$ cat src/rtl/ram_capture_ctrl.sv
// Pre/post-trigger capture controller driving an external synchronous RAM, with an
// oldest-first readout that compensates for the RAM's two-cycle read latency.
module ram_capture_ctrl #(
  parameter int unsigned P_NBITS_ADDR = 8,
  parameter int unsigned P_NBITS_DATA = 14
) (
  input  logic                    clk,
  input  logic                    rst,
  input  logic                    arm,
  input  logic                    trig,
  input  logic [P_NBITS_ADDR-1:0] n_post,
  input  logic [P_NBITS_DATA-1:0] adc,
  input  logic                    rd_req,
  output logic [P_NBITS_DATA-1:0] ram_d,
  output logic [P_NBITS_ADDR-1:0] ram_addr_in,
  output logic                    ram_we,
  output logic [P_NBITS_ADDR-1:0] ram_addr_out,
  input  logic [P_NBITS_DATA-1:0] ram_q,
  output logic [P_NBITS_DATA-1:0] dout,
  output logic                    dout_valid,
  output logic                    dout_last,
  output logic [P_NBITS_ADDR-1:0] trig_addr,
  output logic                    busy,
  output logic                    done
);

  localparam logic [P_NBITS_ADDR-1:0] AddrOne  = P_NBITS_ADDR'(1);
  localparam logic [P_NBITS_ADDR:0]   FillOne  = (P_NBITS_ADDR + 1)'(1);
  localparam logic [P_NBITS_ADDR:0]   FillFull = {1'b1, {P_NBITS_ADDR{1'b0}}};

  typedef enum logic [2:0] {StIdle, StPre, StPost, StDone, StRead} state_e;

  state_e                  state_q, state_d;
  logic [P_NBITS_ADDR-1:0] wr_ptr_q, wr_ptr_d;
  logic [P_NBITS_ADDR-1:0] rd_ptr_q, rd_ptr_d;
  logic [P_NBITS_ADDR:0]   fill_q, fill_d;
  logic [P_NBITS_ADDR:0]   rd_cnt_q, rd_cnt_d;
  logic [P_NBITS_ADDR-1:0] post_cnt_q, post_cnt_d;
  logic [P_NBITS_ADDR-1:0] n_post_q, n_post_d;
  logic [P_NBITS_ADDR-1:0] trig_addr_q, trig_addr_d;
  logic [1:0]              vld_q, last_q;
  logic                    write, issue, issue_last;

  always_comb begin
    state_d     = state_q;
    wr_ptr_d    = wr_ptr_q;
    rd_ptr_d    = rd_ptr_q;
    fill_d      = fill_q;
    rd_cnt_d    = rd_cnt_q;
    post_cnt_d  = post_cnt_q;
    n_post_d    = n_post_q;
    trig_addr_d = trig_addr_q;
    write       = 1'b0;
    issue       = 1'b0;
    issue_last  = 1'b0;

    case (state_q)
      StIdle: begin
        if (arm) begin
          state_d  = StPre;
          wr_ptr_d = '0;
          fill_d   = '0;
          n_post_d = n_post;
        end
      end
      StPre: begin
        write = 1'b1;
        if (trig) begin
          trig_addr_d = wr_ptr_q;
          if (n_post_q == '0) begin
            state_d = StDone;
          end else begin
            state_d    = StPost;
            post_cnt_d = n_post_q;
          end
        end
      end
      StPost: begin
        write      = 1'b1;
        post_cnt_d = post_cnt_q - AddrOne;
        if (post_cnt_q == AddrOne) state_d = StDone;
      end
      StDone: begin
        if (rd_req) begin
          state_d  = StRead;
          // A full buffer has wrapped, so the oldest sample sits at the write pointer.
          rd_ptr_d = (fill_q == FillFull) ? wr_ptr_q : '0;
          rd_cnt_d = fill_q;
        end
      end
      StRead: begin
        if (rd_cnt_q != '0) begin
          issue      = 1'b1;
          issue_last = (rd_cnt_q == FillOne);
          rd_ptr_d   = rd_ptr_q + AddrOne;
          rd_cnt_d   = rd_cnt_q - FillOne;
        end
        if (last_q[1]) state_d = StIdle;
      end
      default: state_d = StIdle;
    endcase

    if (write) begin
      wr_ptr_d = wr_ptr_q + AddrOne;
      if (fill_q != FillFull) fill_d = fill_q + FillOne;
    end
  end

  always_ff @(posedge clk or posedge rst) begin
    if (rst) begin
      state_q     <= StIdle;
      wr_ptr_q    <= '0;
      rd_ptr_q    <= '0;
      fill_q      <= '0;
      rd_cnt_q    <= '0;
      post_cnt_q  <= '0;
      n_post_q    <= '0;
      trig_addr_q <= '0;
      vld_q       <= '0;
      last_q      <= '0;
    end else begin
      state_q     <= state_d;
      wr_ptr_q    <= wr_ptr_d;
      rd_ptr_q    <= rd_ptr_d;
      fill_q      <= fill_d;
      rd_cnt_q    <= rd_cnt_d;
      post_cnt_q  <= post_cnt_d;
      n_post_q    <= n_post_d;
      trig_addr_q <= trig_addr_d;
      // Two stages match the RAM's registered address plus registered output.
      vld_q       <= {vld_q[0], issue};
      last_q      <= {last_q[0], issue_last};
    end
  end

  assign ram_d        = adc;
  assign ram_addr_in  = wr_ptr_q;
  assign ram_we       = write;
  assign ram_addr_out = rd_ptr_q;
  assign dout_valid   = vld_q[1];
  assign dout_last    = last_q[1];
  assign dout         = vld_q[1] ? ram_q : '0;
  assign trig_addr    = trig_addr_q;
  assign busy         = (state_q != StIdle);
  assign done         = (state_q == StDone);

endmodule
$ cat config.mk
export PLATFORM = sky130hd
export DESIGN_NAME = ram_capture_ctrl
export DESIGN_NICKNAME = d
export VERILOG_FILES = /design/src/rtl/ram_capture_ctrl.sv
export SDC_FILE = /design/constraint.sdc
export NUM_CORES = 1
export LEC_CHECK = 0
export ABC_AREA = 1
export BUFFER_PORTS_ARGS = -buffer_cell sky130_fd_sc_hd__buf_2
export CORE_UTILIZATION = 54
export CTS_CLUSTER_DIAMETER = 100
export DETAILED_ROUTE_END_ITERATION = 8
export MAX_ROUTING_LAYER = met4
export PLACE_DENSITY_LB_ADDON = 0.2
export SLEW_MARGIN = 20
export SYNTH_ARGS = -nofsm -noshare
export SYNTH_HDL_FRONTEND = slang
export SYNTH_SLANG_ARGS = --single-unit
$ cat constraint.sdc
create_clock -name clk -period 6.32 [get_ports clk]
set_input_delay 1.264 -clock clk [delete_from_list [all_inputs] [get_ports clk]]
set_output_delay 1.264 -clock clk [all_outputs]
set_load 0.02 [all_outputs]
# [After elaboration in Yosys (flattened, before gate mapping)]
# Index checks and enable logic that the tools add are counted.
[totals] register_bits=65 input_bits=41
[op_classes] n_addsub=5 n_eq_ne=15 n_mux=30 n_reduce_logical=15
[op_table] op="two-way mux 8 bit" n=8
[op_table] op="two-way mux 9 bit" n=6
[op_table] op="case mux 8 bit (2 select lines)" n=2
[op_table] op="case mux 9 bit (2 select lines)" n=1
[op_table] op="adder 8 x 1 -> 8 bit, second input constant" n=2
[op_table] op="two-way mux 3 bit" n=5
[op_table] op="case mux 3 bit (5 select lines)" n=1
[op_table] op="two-way mux 14 bit" n=1
[op_table] op="!= test 2 bit, second input constant" n=7
[op_table] op="adder 9 x 1 -> 9 bit, second input constant" n=1
[op_table] op="equality test 9 x 1 -> 1 bit, second input constant" n=1
[op_table] op="equality test 9 bit, second input constant" n=1
[op_table] op="!= test 9 bit, second input constant" n=1
[op_table] op="nonzero test 9 bit" n=1
[op_table] op="subtractor 9 x 1 -> 9 bit, second input constant" n=1
[op_table] op="equality test 8 x 1 -> 1 bit, second input constant" n=1
[op_table] op="logical NOT 8 bit" n=1
[op_table] op="nonzero test 2 bit" n=4
[op_table] op="subtractor 8 x 1 -> 8 bit, second input constant" n=1
[op_table] op="equality test 3 x 2 -> 1 bit, second input constant" n=2
[op_table] op="two-way mux 1 bit" n=6
[op_table] op="AND reduction 2 bit" n=3
[op_table] op="AND reduction 3 bit" n=2
[op_table] op="AND reduction 5 bit" n=1
[op_table] op="other kinds (5)" n=5

# [Longest topological paths before layout]
[logic_depth] ltp_word=5 ltp_mapped=10 mapped_depth_nobuf=10

# [Worst setup path after synthesis]
# OpenSTA, ideal clock, no wires.
[synth_timing] kind="input to output" start="in ram_q[10]" end="out dout[10]" t_arrival_ps=1452 path_slack_ps=3604 path_stages=2 path_buffers=0 path_cell_list="nand2_1 -> inv_1"
[synth_between] elab_chain_len=1
[synth_lines] item="from (decl)" line_no="18" rtl="input logic [P_NBITS_DATA-1:0] ram_q,"
[synth_lines] item="two-way mux 14 bit" line_no="142" rtl="assign dout = vld_q[1] ? ram_q : '0;"
[synth_lines] item="to (decl)" line_no="19" rtl="output logic [P_NBITS_DATA-1:0] dout,"
# Every way passes these cells.

# [Worst setup path in the final report]
[layout_timing] start="reg state_q[2]" end="out ram_we"
[layout_between] elab_chain_len=3 word_cells_on_any_way=4 cone_classes="eq/ne (2); mux (1); reduce/logical (1)"
[layout_lines] item="from (decl)" line_no="33" rtl="state_e state_q, state_d;"
[layout_lines] item="from (signal assigned)" line_no="111" rtl="state_q <= StIdle;"
[layout_lines] item="from (signal assigned)" line_no="122" rtl="state_q <= state_d;"
[layout_lines] item="equality test 3 x 2 -> 1 bit or equality test 3 x 1 -> 1 bit (tied branches)" line_no="57" rtl="case (state_q)"
[layout_lines] item="OR reduction 2 bit (no source line) (*)"
[layout_lines] item="two-way mux 1 bit (*)" line_no="57"
[layout_lines] item="to (decl)" line_no="16" rtl="output logic ram_we,"
# Every way passes the cells marked *; elsewhere a longest branch is shown, timed or not.

==> flow_summary.rst <==
.. list-table::
   :header-rows: 1

   * - Metric
     - Value
   * - Worst Setup Slack post-DPL
     - 3.44 ns
   * - Fill cell instance count of the final layout
     - 692
   * - # setup viols final
     - 0
   * - Startpoint-to-endpoint class of the critical path
     - reg -> out
   * - Final-layout setup total negative slack
     - 0 ns
   * - Top-Level Pins
     - slightly below 100
   * - Worst hold-check slack
     - 0.345 ns
   * - Number of placement rows
     - 31
   * - Worst hold path type
     - reg -> reg
   * - Cells resized by post-CTS repair
     - 0
   * - Final routed wire length divided by cell count
     - 12.1 um
   * - Net count of the mapped netlist
     - 623
   * - Count of antenna-violating nets left after detailed routing
     - 0
   * - Die boundary height
     - 88.5 um
   * - Largest vdd supply drop
     - 361 uV
   * - Least-Margin Pin Slew
     - 0.848 ns
   * - Port Buf Inserts
     - between 60 and 70
   * - Number of iterations in the first detailed-routing pass
     - 4
   * - TritonCTS clock tree
     - done
   * - Number of distinct library cells after synthesis
     - 36
   * - Area inside the core boundary
     - 0.00725 mm2
   * - Number of global-route vias before repair
     - 3,265
   * - Clock sink count
     - 65
   * - Overflow left after global routing
     - 0
   * - Floorplan die area
     - 0.00783 mm2
   * - Top post-synthesis cells by area
     - sky130_fd_sc_hd__dfrtp_1 40%, sky130_fd_sc_hd__nand2_1 20%, sky130_fd_sc_hd__inv_1 6.9%
   * - Sequential element share of the synthesized area
     - 40.2%
   * - Buffers inserted by post-CTS timing repair
     - 0
   * - Total GRT Usage
     - about 25%
   * - Crit path arrival time
     - 1.69 ns
   * - Diodes inserted
     - 0
   * - Buffers from clock root to sink, at most
     - 2
   * - Final period utilization
     - 46.7%
   * - Syn Area/Cell
     - 7.05 um2
   * - Maximum frequency from static timing analysis
     - 339 MHz
   * - Largest net degree at the start of global routing
     - 66
   * - H-tree level count
     - 3
   * - Pwr Density
     - 464 mW/mm2
   * - Synth-to-layout area growth
     - 11.4%
   * - Initial antenna violation count
     - 0
   * - Total count of hold-check failures in the final report
     - 0
   * - Initial drt markers
     - 209
   * - Worst clock skew on the final layout
     - 0.0146 ns
   * - Number of nets in the layout
     - 675
   * - MaxCap Viol Count
     - 0
   * - Root Buffer Master
     - sky130_fd_sc_hd__clkbuf_8
   * - Worst setup slack after layout
     - 3.37 ns
   * - Clock transition at path regs
     - approximately 0.080 ns
   * - Number of cells after detailed placement
     - 713
   * - Utilization of the core after routing
     - a little over 60%
   * - Count of pins over their slew limit
     - 0
   * - Wire length of the first global-routing pass
     - around 15 mm
   * - Layout Cells excl Fill
     - 729
   * - TritonCTS buffer count
     - 9
   * - Category of the worst setup path launch point
     - flip-flop
   * - Post-synthesis cell type with the largest combined area
     - sky130_fd_sc_hd__dfrtp_1
   * - Routed Wire Length
     - 8.82 mm
   * - Share of the synthesized area in the top cell type
     - 40.2%
   * - Summed instance area of the synthesized netlist
     - 0.00404 mm2
   * - RSZ-0062 raised after global routing
     - no
   * - Final worst path period need
     - 2.95 ns
   * - Clock Latency Late Sink
     - 0.35 ns
   * - Routability Congestion
     - 0.931
   * - Number of instances in the synthesized netlist
     - roughly 570
   * - Drc violations
     - 0
   * - LEAKAGE
     - 2.64 nW
   * - Ratio of routed vias to standard cells
     - between 4 and 5
   * - Run status
     - finished, final reports clean
   * - Initial core utilization
     - 55.7%
   * - Crit. End Element
     - output pin
   * - Routed vias
     - 3,623
   * - Number of hold buffers added after CTS
     - 0
   * - Synthesis Warnings
     - 0
   * - Total of flip-flops plus latches after synthesis
     - 65
   * - Max-slew headroom at the worst pin
     - 43.5%
   * - Required time reported for the critical path endpoint
     - slightly above 5 ns
   * - Final HPWL from detailed placement
     - 6.28 mm
   * - CP max FO
     - 21
   * - Die X
     - 88.5 um
   * - Fraction of final layout cells with drive strength greater than 1
     - 17.6%
==> cell usage in the layout, fill, tap and decap left out, drive strengths merged <==
cell | synthesis | layout
nand2 | 228 | 228
nor3b | 1 | 1
nand4 | 12 | 12
bufinv | 0 | 1
clkinv | 0 | 3
o21a | 4 | 4
nor3 | 5 | 5
nand3b | 2 | 2
ha | 9 | 9
and3 | 1 | 1
a21oi | 4 | 4
buf | 27 | 70
o21bai | 1 | 1
o21ai | 26 | 26
or2 | 3 | 3
nand3 | 48 | 48
o22ai | 6 | 6
clkbuf | 2 | 9
nor2 | 43 | 43
clkinvlp | 0 | 3
o31ai | 1 | 1
inv | 76 | 76
xor2 | 4 | 4
mux2 | 4 | 4
dfrtp | 65 | 65
xnor2 | 1 | 1
==> stage by stage <==
stage	cell area (um2)	power [mW]
floorplan	4040	1.53
global placement	4310	1.71
detailed placement	4310	1.74
CTS	4500	2.10
global route	4500	2.29
finish	4500	2.09
==> synth_stat cells <==
library cell and count:
sky130_fd_sc_hd__nand3_2 1, sky130_fd_sc_hd__a21oi_2 1, sky130_fd_sc_hd__and3_1 1, sky130_fd_sc_hd__nand2_2 7, sky130_fd_sc_hd__o31ai_1 1, sky130_fd_sc_hd__or2_2 3, sky130_fd_sc_hd__xnor2_1 1, sky130_fd_sc_hd__nand3b_1 2
sky130_fd_sc_hd__ha_1 9, sky130_fd_sc_hd__clkbuf_1 2, sky130_fd_sc_hd__dfrtp_1 65, sky130_fd_sc_hd__o21a_1 4, sky130_fd_sc_hd__inv_1 74, sky130_fd_sc_hd__nor2_4 3, sky130_fd_sc_hd__buf_4 20, sky130_fd_sc_hd__a21oi_1 3
sky130_fd_sc_hd__nor2_2 3, sky130_fd_sc_hd__inv_4 1, sky130_fd_sc_hd__nand3_4 1, sky130_fd_sc_hd__nand4_1 12, sky130_fd_sc_hd__nand2_1 220, sky130_fd_sc_hd__buf_2 4, sky130_fd_sc_hd__mux2_1 2, sky130_fd_sc_hd__mux2_2 2
sky130_fd_sc_hd__o21ai_0 23, sky130_fd_sc_hd__inv_2 1, sky130_fd_sc_hd__o21bai_1 1, sky130_fd_sc_hd__nor2_1 37, sky130_fd_sc_hd__buf_6 3, sky130_fd_sc_hd__nand2_4 1, sky130_fd_sc_hd__nor3_1 5, sky130_fd_sc_hd__o22ai_1 6
sky130_fd_sc_hd__o21ai_1 3, sky130_fd_sc_hd__xor2_1 4, sky130_fd_sc_hd__nor3b_1 1, sky130_fd_sc_hd__nand3_1 46
==> report_power, final <==
group          internal (mW)  total (mW)  switching [mW]
clock network          0.181       0.354           0.172
logic                  0.340        1.03           0.694
registers              0.555       0.699           0.145
total                   1.08        2.09            1.01
==> logic make-up after synthesis <==
kind of cell             after synthesis  synth area share, %
AND/OR/NAND/NOR                      343                 36.6
flip-flops                            65                 40.2
adder cells (fa/ha/maj)                9                 2.79
buffers and inverters                105                 12.4
AO/OA/AOI/OAI                         42                 5.85
XOR/XNOR                               5                 1.08
multiplexers                           4                 1.11
==> path summary, 6_finish.rpt <==
kind	startpoint	end	slack [ns]	cells after the start
setup reg to reg	state_q[2]	post_cnt_q[5]	4.32	8
hold / removal	vld_q[0]	vld_q[1]	0.34	0
hold reg to reg	vld_q[0]	vld_q[1]	0.34	0
setup / recovery	state_q[2]	ram_we	3.37	4
min in group asynchronous	rst	trig_addr[4]	1.14	3
max in group asynchronous	rst	fill_q[0]	4.59	3
==> critical path, cell delays in order, from the launching register on <==
cell and delay (ns):
sky130_fd_sc_hd__dfrtp_1 0.43, sky130_fd_sc_hd__nor2_1 0.15, sky130_fd_sc_hd__nand2_2 0.15, sky130_fd_sc_hd__nand2_2 0.37, sky130_fd_sc_hd__buf_2 0.25
==> layout make-up <==
class / count / area, um2 / area share [%]
clock buffer: 9 / 124 / 2.75
clock inverter: 7 / 71.3 / 1.58
timing repair buffer: 70 / 353 / 7.84
multi-input combinational: 403 / 1920 / 42.6
inverter: 76 / 288 / 6.39
tap: 99 / 124 / 2.75
sequential: 65 / 1630 / 36.1
==> sequential cells by signal, summed over array words and instances, names as in the netlist <==
name,cells
fill_q,9
last_q,2
n_post_q,8
post_cnt_q,8
ram_addr_in,8
ram_addr_out,8
rd_cnt_q,9
state_q,3
trig_addr,8
vld_q,2
==> layer usage <==
layer  global-route usage [%]  vias up  wire, um
li1                         -     1877         -
met2                     36.8       69      3980
met5                        -        -         0
met1                     34.4     1654      4300
met4                     10.9        0       165
met3                     4.66       23       372
Note: power is estimated with default switching activity, not from simulation.
